==> src/rtl/coletor_serial.sv <==
// rtl/coletor_serial.sv - serial-to-parallel collector with popcount and a one-word output register
module coletor_serial #(
  parameter int LARGURA = 8,
  parameter int CW      = $clog2(LARGURA + 1)
) (
  input  logic               clk,
  input  logic               rst,
  input  logic               bit_in,
  input  logic               bit_valid,
  output logic [LARGURA-1:0] dado_out,
  output logic               dado_valid,
  input  logic               dado_ready,
  output logic [CW-1:0]      contagem_uns,
  output logic               overflow
);

  localparam int CNTW = $clog2(LARGURA);
  localparam logic [CNTW-1:0] ULTIMO = CNTW'(LARGURA - 1);

  typedef enum logic {VAZIO = 1'b0, CHEIO = 1'b1} estado_t;

  estado_t            estado_q;
  logic [LARGURA-1:0] shift_q;
  logic [LARGURA-1:0] dado_q;
  logic [LARGURA-1:0] palavra_d;
  logic [CNTW-1:0]    cnt_q;
  logic [CNTW-1:0]    cnt_d;
  logic [CW-1:0]      contagem_q;
  logic [CW-1:0]      contagem_d;
  logic               overflow_q;
  logic               completa;

  // The completed word already contains the bit sampled on this edge.
  always_comb begin
    palavra_d  = {shift_q[LARGURA-2:0], bit_in};
    completa   = bit_valid && (cnt_q == ULTIMO);
    cnt_d      = completa ? '0 : cnt_q + CNTW'(1);
    contagem_d = '0;
    for (int i = 0; i < LARGURA; i++) begin
      contagem_d = contagem_d + CW'(palavra_d[i]);
    end
  end

  always_ff @(posedge clk) begin
    if (rst) begin
      estado_q   <= VAZIO;
      shift_q    <= '0;
      cnt_q      <= '0;
      dado_q     <= '0;
      contagem_q <= '0;
      overflow_q <= 1'b0;
    end else begin
      if (bit_valid) begin
        shift_q <= palavra_d;
        cnt_q   <= cnt_d;
      end
      case (estado_q)
        VAZIO: begin
          if (completa) begin
            dado_q     <= palavra_d;
            contagem_q <= contagem_d;
            estado_q   <= CHEIO;
          end
        end
        CHEIO: begin
          if (completa) begin
            // A word arriving while the held one is not being drained is lost.
            if (dado_ready) begin
              dado_q     <= palavra_d;
              contagem_q <= contagem_d;
            end else begin
              overflow_q <= 1'b1;
            end
          end else if (dado_ready) begin
            estado_q <= VAZIO;
          end
        end
        default: estado_q <= VAZIO;
      endcase
    end
  end

  assign dado_out     = dado_q;
  assign dado_valid   = (estado_q == CHEIO);
  assign contagem_uns = contagem_q;
  assign overflow     = overflow_q;

endmodule

==> config.mk <==
export PLATFORM = sky130hd
export DESIGN_NAME = coletor_serial
export DESIGN_NICKNAME = d
export VERILOG_FILES = /design/src/rtl/coletor_serial.sv
export SDC_FILE = /design/constraint.sdc
export NUM_CORES = 1
export LEC_CHECK = 0
export ABC_AREA = 1
export BUFFER_PORTS_ARGS = -buffer_cell sky130_fd_sc_hd__buf_2
export CELL_PAD_IN_SITES_DETAIL_PLACEMENT = 1
export CELL_PAD_IN_SITES_GLOBAL_PLACEMENT = 1
export CORE_MARGIN = 2
export CORE_UTILIZATION = 42
export CTS_CLUSTER_DIAMETER = 200
export CTS_CLUSTER_SIZE = 20
export DETAILED_ROUTE_END_ITERATION = 8
export PLACE_DENSITY = 0.87
export SLEW_MARGIN = 30
export SYNTH_ARGS = -nofsm -noshare
export SYNTH_HDL_FRONTEND = slang
export SYNTH_SLANG_ARGS = --single-unit
==> constraint.sdc <==
create_clock -name clk -period 7.8 [get_ports clk]
set_clock_uncertainty 0.15 [all_clocks]
set_input_delay 0.39 -clock clk [delete_from_list [all_inputs] [get_ports clk]]
set_output_delay 0.39 -clock clk [all_outputs]
set_load 0.03 [all_outputs]
Word-level counts from Yosys, hierarchy flattened
Index checks and enable logic that the tools add are counted.

Muxes and demuxes: 13. Equal/unequal tests: 4. Reductions and logical operators: 3. Bitwise logic cells: 2. Add/subtract/negate cells: 8.

Operators by type and width (number): $mux W8 (3); $add A4 B1 Y4 (4); $pmux W8 S2 (1); $mux W4 (3); $pmux W4 S2 (1); $reduce_and A3 Y1 (2); $add A3 B1 Y4 (1); $ne A2 B2 Y1 const B (2); $add A2 B1 Y3 (1); $add A3 B1 Y3 const B (1); $eq A3 B3 Y1 const B (1); $mux W1 (3); $mux W3 (1); $add A1 B1 Y2 (1); $ne A2 B1 Y1 const B (1); $not A1 Y1 (2); $pmux W1 S2 (1); $logic_and A1 B1 Y1 (1).

Word-level logic and storage cells: 36. Register bits after elaboration: 24. Output and inout bits: 14.

Depth between registers and ports, before layout
Depth in word-level cells: 10. Mapped depth: 13. Mapped depth without buffers: 13.

Worst setup path after synthesis
No wires, ideal clock.

Kind: input to register. From: input bit_in. To: register contagem_q[1] (netlist: contagem_uns[1]). Arrival time: 2.698 ns. Path buffers: 0. Stages: 11. Setup slack: 4.839 ns. Library setup time: 0.113 ns. Required time: 7.537 ns. Cell sequence: fa_1 -> inv_1 -> fa_1 -> fa_1 -> inv_1 -> ha_1 -> inv_1 -> fa_1 -> nand3_1 -> nand2_1 -> nor2_1.

Longest elaborated chain between the ends: 10. Elaborated cells between the ends (all ways): 11. Classes of those cells: add/sub: 7; mux: 4.

RTL lines: start, declared (RTL line 8) `input logic bit_in,`; $add A1 B1 Y2 * (RTL line 40) `contagem_d = contagem_d + CW'(palavra_d[i]);`; $add A2 B1 Y3 * (RTL line 40); $add A3 B1 Y4 * (RTL line 40); $add A4 B1 Y4 * (4 in series) (RTL line 40); $mux W4 (RTL line 68) `if (dado_ready) begin`; $mux W4 (RTL line 66) `if (completa) begin`; $pmux W4 S2 * (RTL line 57) `case (estado_q)`; end signal, assigned (RTL line 61) `contagem_q <= contagem_d;`; end signal, assigned (RTL line 70) `contagem_q <= contagem_d;`; end, declared (RTL line 28) `logic [CW-1:0] contagem_q;`.

Every way passes the cells marked *; elsewhere a longest branch is shown, timed or not. The select of a mux whose other input is x is not followed. A chain may end at the register's enable or synchronous reset.

Worst setup path in the final report
From: register shift_q[0]. To: register contagem_q[1] (netlist: contagem_uns[1]).

Longest elaborated chain between the ends: 10. Elaborated cells between the ends (all ways): 11. Classes of those cells: add/sub: 7; mux: 4.

RTL lines: start, declared (RTL line 23) `logic [LARGURA-1:0] shift_q;`; start signal, assigned (RTL line 54) `shift_q <= palavra_d;`; $add A1 B1 Y2 * (RTL line 40); $add A2 B1 Y3 * (RTL line 40); $add A3 B1 Y4 * (RTL line 40); $add A4 B1 Y4 * (4 in series) (RTL line 40); $mux W4 (RTL line 68); $mux W4 (RTL line 66); $pmux W4 S2 * (RTL line 57).

Marked as above.

==> out/qor.yml <==
cp-end-kind: "flip-flop"
worst_hold_path_class: "primary input to flip-flop"
layout-drive-gt1-share: 0.1481
synth-seq-cells: 24
ioPinCount: 19
cellPowerDensity_nw_per_um2: 199.4
clkLatencyLatePin_ns: 0.32
syn_area_sq_um: 1139
n_antenna_cell: 0
multi_input_area_sq_um: 524.3
timing.fmax_mhz: 328.0
top_area_cells_in_the_synthesized_netlist: "sky130_fd_sc_hd__dfxtp_1, sky130_fd_sc_hd__nor2_1, sky130_fd_sc_hd__nand2_1, sky130_fd_sc_hd__inv_1, sky130_fd_sc_hd__fa_1"
cp.required_ns: 7.92
largest_net_degree_at_the_start_of_global_routing: 21
die_w_microns: 56.07
finalWirelength_microns: 2323
number_of_antenna_violations_at_the_first_check_in_global_routing: 0
groute.usage.overall: 0.1595
first_global_vias: 917
gpl.final_weighted_congestion: 0.8143
fin_ws_ns: 4.751
worst_ep_arrival_time_ns: 3.17
tritoncts: "done"
post-route-min-period_ns: 3.049
ys_warn_count: 0
hpwlAfterDp_microns: 1779
synth_top_area_frac: 0.4220
slew_violations: 0
leakage_uw: 0.0006418
cts-hold-fix-buffers: 0
dr.first_iter.drc_count: 2
route.detailed.drc: 0
die-height_microns: 56.07
max-vdd-ir-drop_uv: 127.1
globalRoute.busiestLayer: "met2"
synth_most_common_cell: "sky130_fd_sc_hd__nor2_1"
n_fill_cell: 327
yosys.area.top_type: "sky130_fd_sc_hd__dfxtp_1"
grt_use_met3: 0.02326
rr_worst_depth: 11
synthCells: 146
critPathLaunch: "shift_q[0]$_SDFFE_PP0P_"
start_util: 0.4514
grt_setup_unrepaired: "false"
globalRouteOverflowTotal: 0
ys.flop_type: "sky130_fd_sc_hd__dfxtp_1"
tritoncts_buffers: 3
status: "finished, final reports clean"
r2r-start: "shift_q[0]$_SDFFE_PP0P_"
area_growth_pct: 11.32
portBuffers: 18
detailedRoute.firstPassIterationCount: 4
average_detailed_routed_wire_length_per_instance_microns: 12.10
synthesis.nets: 160
setup-violations-final: 0
finalHoldViolCount: 0
critPathKind: "flip-flop to flip-flop"
htree_num_levels: 1
startpoint_type: "flip-flop"
syn-mean-instance-area_sq_um: 7.799
cts_resized: 0
timing.max_cap.violations: 0
hold-path-cell-count: 2
timing.slew.headroom: 0.6420
grtUsageMet1: 0.1933
cts.root.buffer_cell: "sky130_fd_sc_hd__clkbuf_4"
clk_pin_slew_ns: 0.14
async_flop_share: 0
number_of_enable_flip_flop_cells_after_synthesis: 0
met2_usage: 0.2824
timing.final.crit_share: 0.3908
dr_total_vias: 925
route.antenna.remaining_nets: 0
preCtsSetupSlack_ns: 4.561
num_clock_sinks: 24
min_delay_src: "rst"
crit_fanout: 3
std_cell_rows: 18
cts.path.max_buffers: 2
synth.yosys.seq_area_share: 0.4220
grt_pass1_wl_microns: 3912
vias_per_cell: 4.818
design.die.area_sq_um: 3143
nets: 177
synth_cell_types: 17
worst_slew_pin_slew_ns: 0.5365
ff_latch_area_sq_um: 480.5
finalSetupTns_ns: 0
core_area_sq_um: 2522
post_cts.repair.setup_buffers: 0
synth_top_cells_by_count: "sky130_fd_sc_hd__nor2_1, sky130_fd_sc_hd__dfxtp_1, sky130_fd_sc_hd__nand2_1"
## where the power goes
| group | internal [uW] | switching, uW |
|---|---|---|
| Clock | 52.0 | 40.7 |
| Combinational | 12.5 | 19.3 |
| Sequential | 126 | 2.12 |
## state kept, by name (all words and copies together) (netlist names)
| name | flops |
|---|---|
| cnt_q | 3 |
| contagem_uns | 4 |
| dado_out | 8 |
| dado_valid | 1 |
| overflow | 1 |
| shift_q | 7 |
## cell usage in the layout (no fill, tap or decap)
cell	n
sky130_fd_sc_hd__ha_1	5
sky130_fd_sc_hd__o21a_1	1
sky130_fd_sc_hd__a21oi_1	10
sky130_fd_sc_hd__nand3_1	10
sky130_fd_sc_hd__o21ai_0	8
sky130_fd_sc_hd__inv_1	22
sky130_fd_sc_hd__bufinv_16	1
sky130_fd_sc_hd__dfxtp_1	24
sky130_fd_sc_hd__nor2_1	30
sky130_fd_sc_hd__nand2_4	1
sky130_fd_sc_hd__nand3b_1	1
sky130_fd_sc_hd__fa_1	4
sky130_fd_sc_hd__nand2_1	23
sky130_fd_sc_hd__clkbuf_4	3
sky130_fd_sc_hd__a21oi_4	1
sky130_fd_sc_hd__buf_2	18
## logic make-up (layout without fill, tap and decap cells)
kind of cell | Yosys count | in the layout | synth area share
buf+inv | 28 | 44 | 0.1176
flops | 24 | 24 | 0.4220
simple gates | 65 | 65 | 0.2352
compound gates | 20 | 20 | 0.1000
fa+ha+maj | 9 | 9 | 0.1253
## metal layers
metal / wire [microns] / vias to the layer above
met1: 1060 / 422
met4: 27 / 0
met2: 1132 / 19
li1: - / 480
met3: 101 / 4
met5: 0 / -
## per-stage QoR
step | instances | util | cell area, sq um | hold slack, ns | total power (uW)
after global routing | 192 | 0.5025 | 1267 | 0.1119 | 263.4
final | 192 | 0.5025 | 1267 | 0.1094 | 252.7
after CTS | 192 | 0.5025 | 1267 | 0.1057 | 253.9
after floorplan | 146 | - | 1139 | 0.2918 | 154.2
after detailed placement | 188 | 0.4816 | 1215 | 0.3178 | 162.7
after global placement | 188 | 0.4816 | 1215 | 0.2941 | 159.1
## worst max-delay path, cell delays in order (launching register included)
cell and delay (ns):
sky130_fd_sc_hd__dfxtp_1 0.36, sky130_fd_sc_hd__fa_1 0.50, sky130_fd_sc_hd__inv_1 0.05, sky130_fd_sc_hd__fa_1 0.47
sky130_fd_sc_hd__fa_1 0.50, sky130_fd_sc_hd__inv_1 0.04, sky130_fd_sc_hd__ha_1 0.19, sky130_fd_sc_hd__inv_1 0.07
sky130_fd_sc_hd__fa_1 0.40, sky130_fd_sc_hd__nand3_1 0.09, sky130_fd_sc_hd__nand2_1 0.06, sky130_fd_sc_hd__nor2_1 0.11
## path summary, 6_finish.rpt
| path | end | slack (ns) |
|---|---|---|
| max | contagem_uns[1]$_SDFFE_PP0P_ | 4.75 |
| min | dado_valid$_SDFF_PP0_ | 0.11 |
| max reg2reg | contagem_uns[1]$_SDFFE_PP0P_ | 4.75 |
| min reg2reg | contagem_uns[0]$_SDFFE_PP0P_ | 0.34 |
## final cells by class
class                           count  area share
Timing Repair Buffer               18     0.07108
Clock buffer                        3     0.01777
Clock inverter                      1     0.02369
Tap cell                           30     0.02961
Sequential cell                    24      0.3791
Multi-Input combinational cell     94      0.4136
Inverter                           22     0.06515
(Power assumes the default switching activity.)
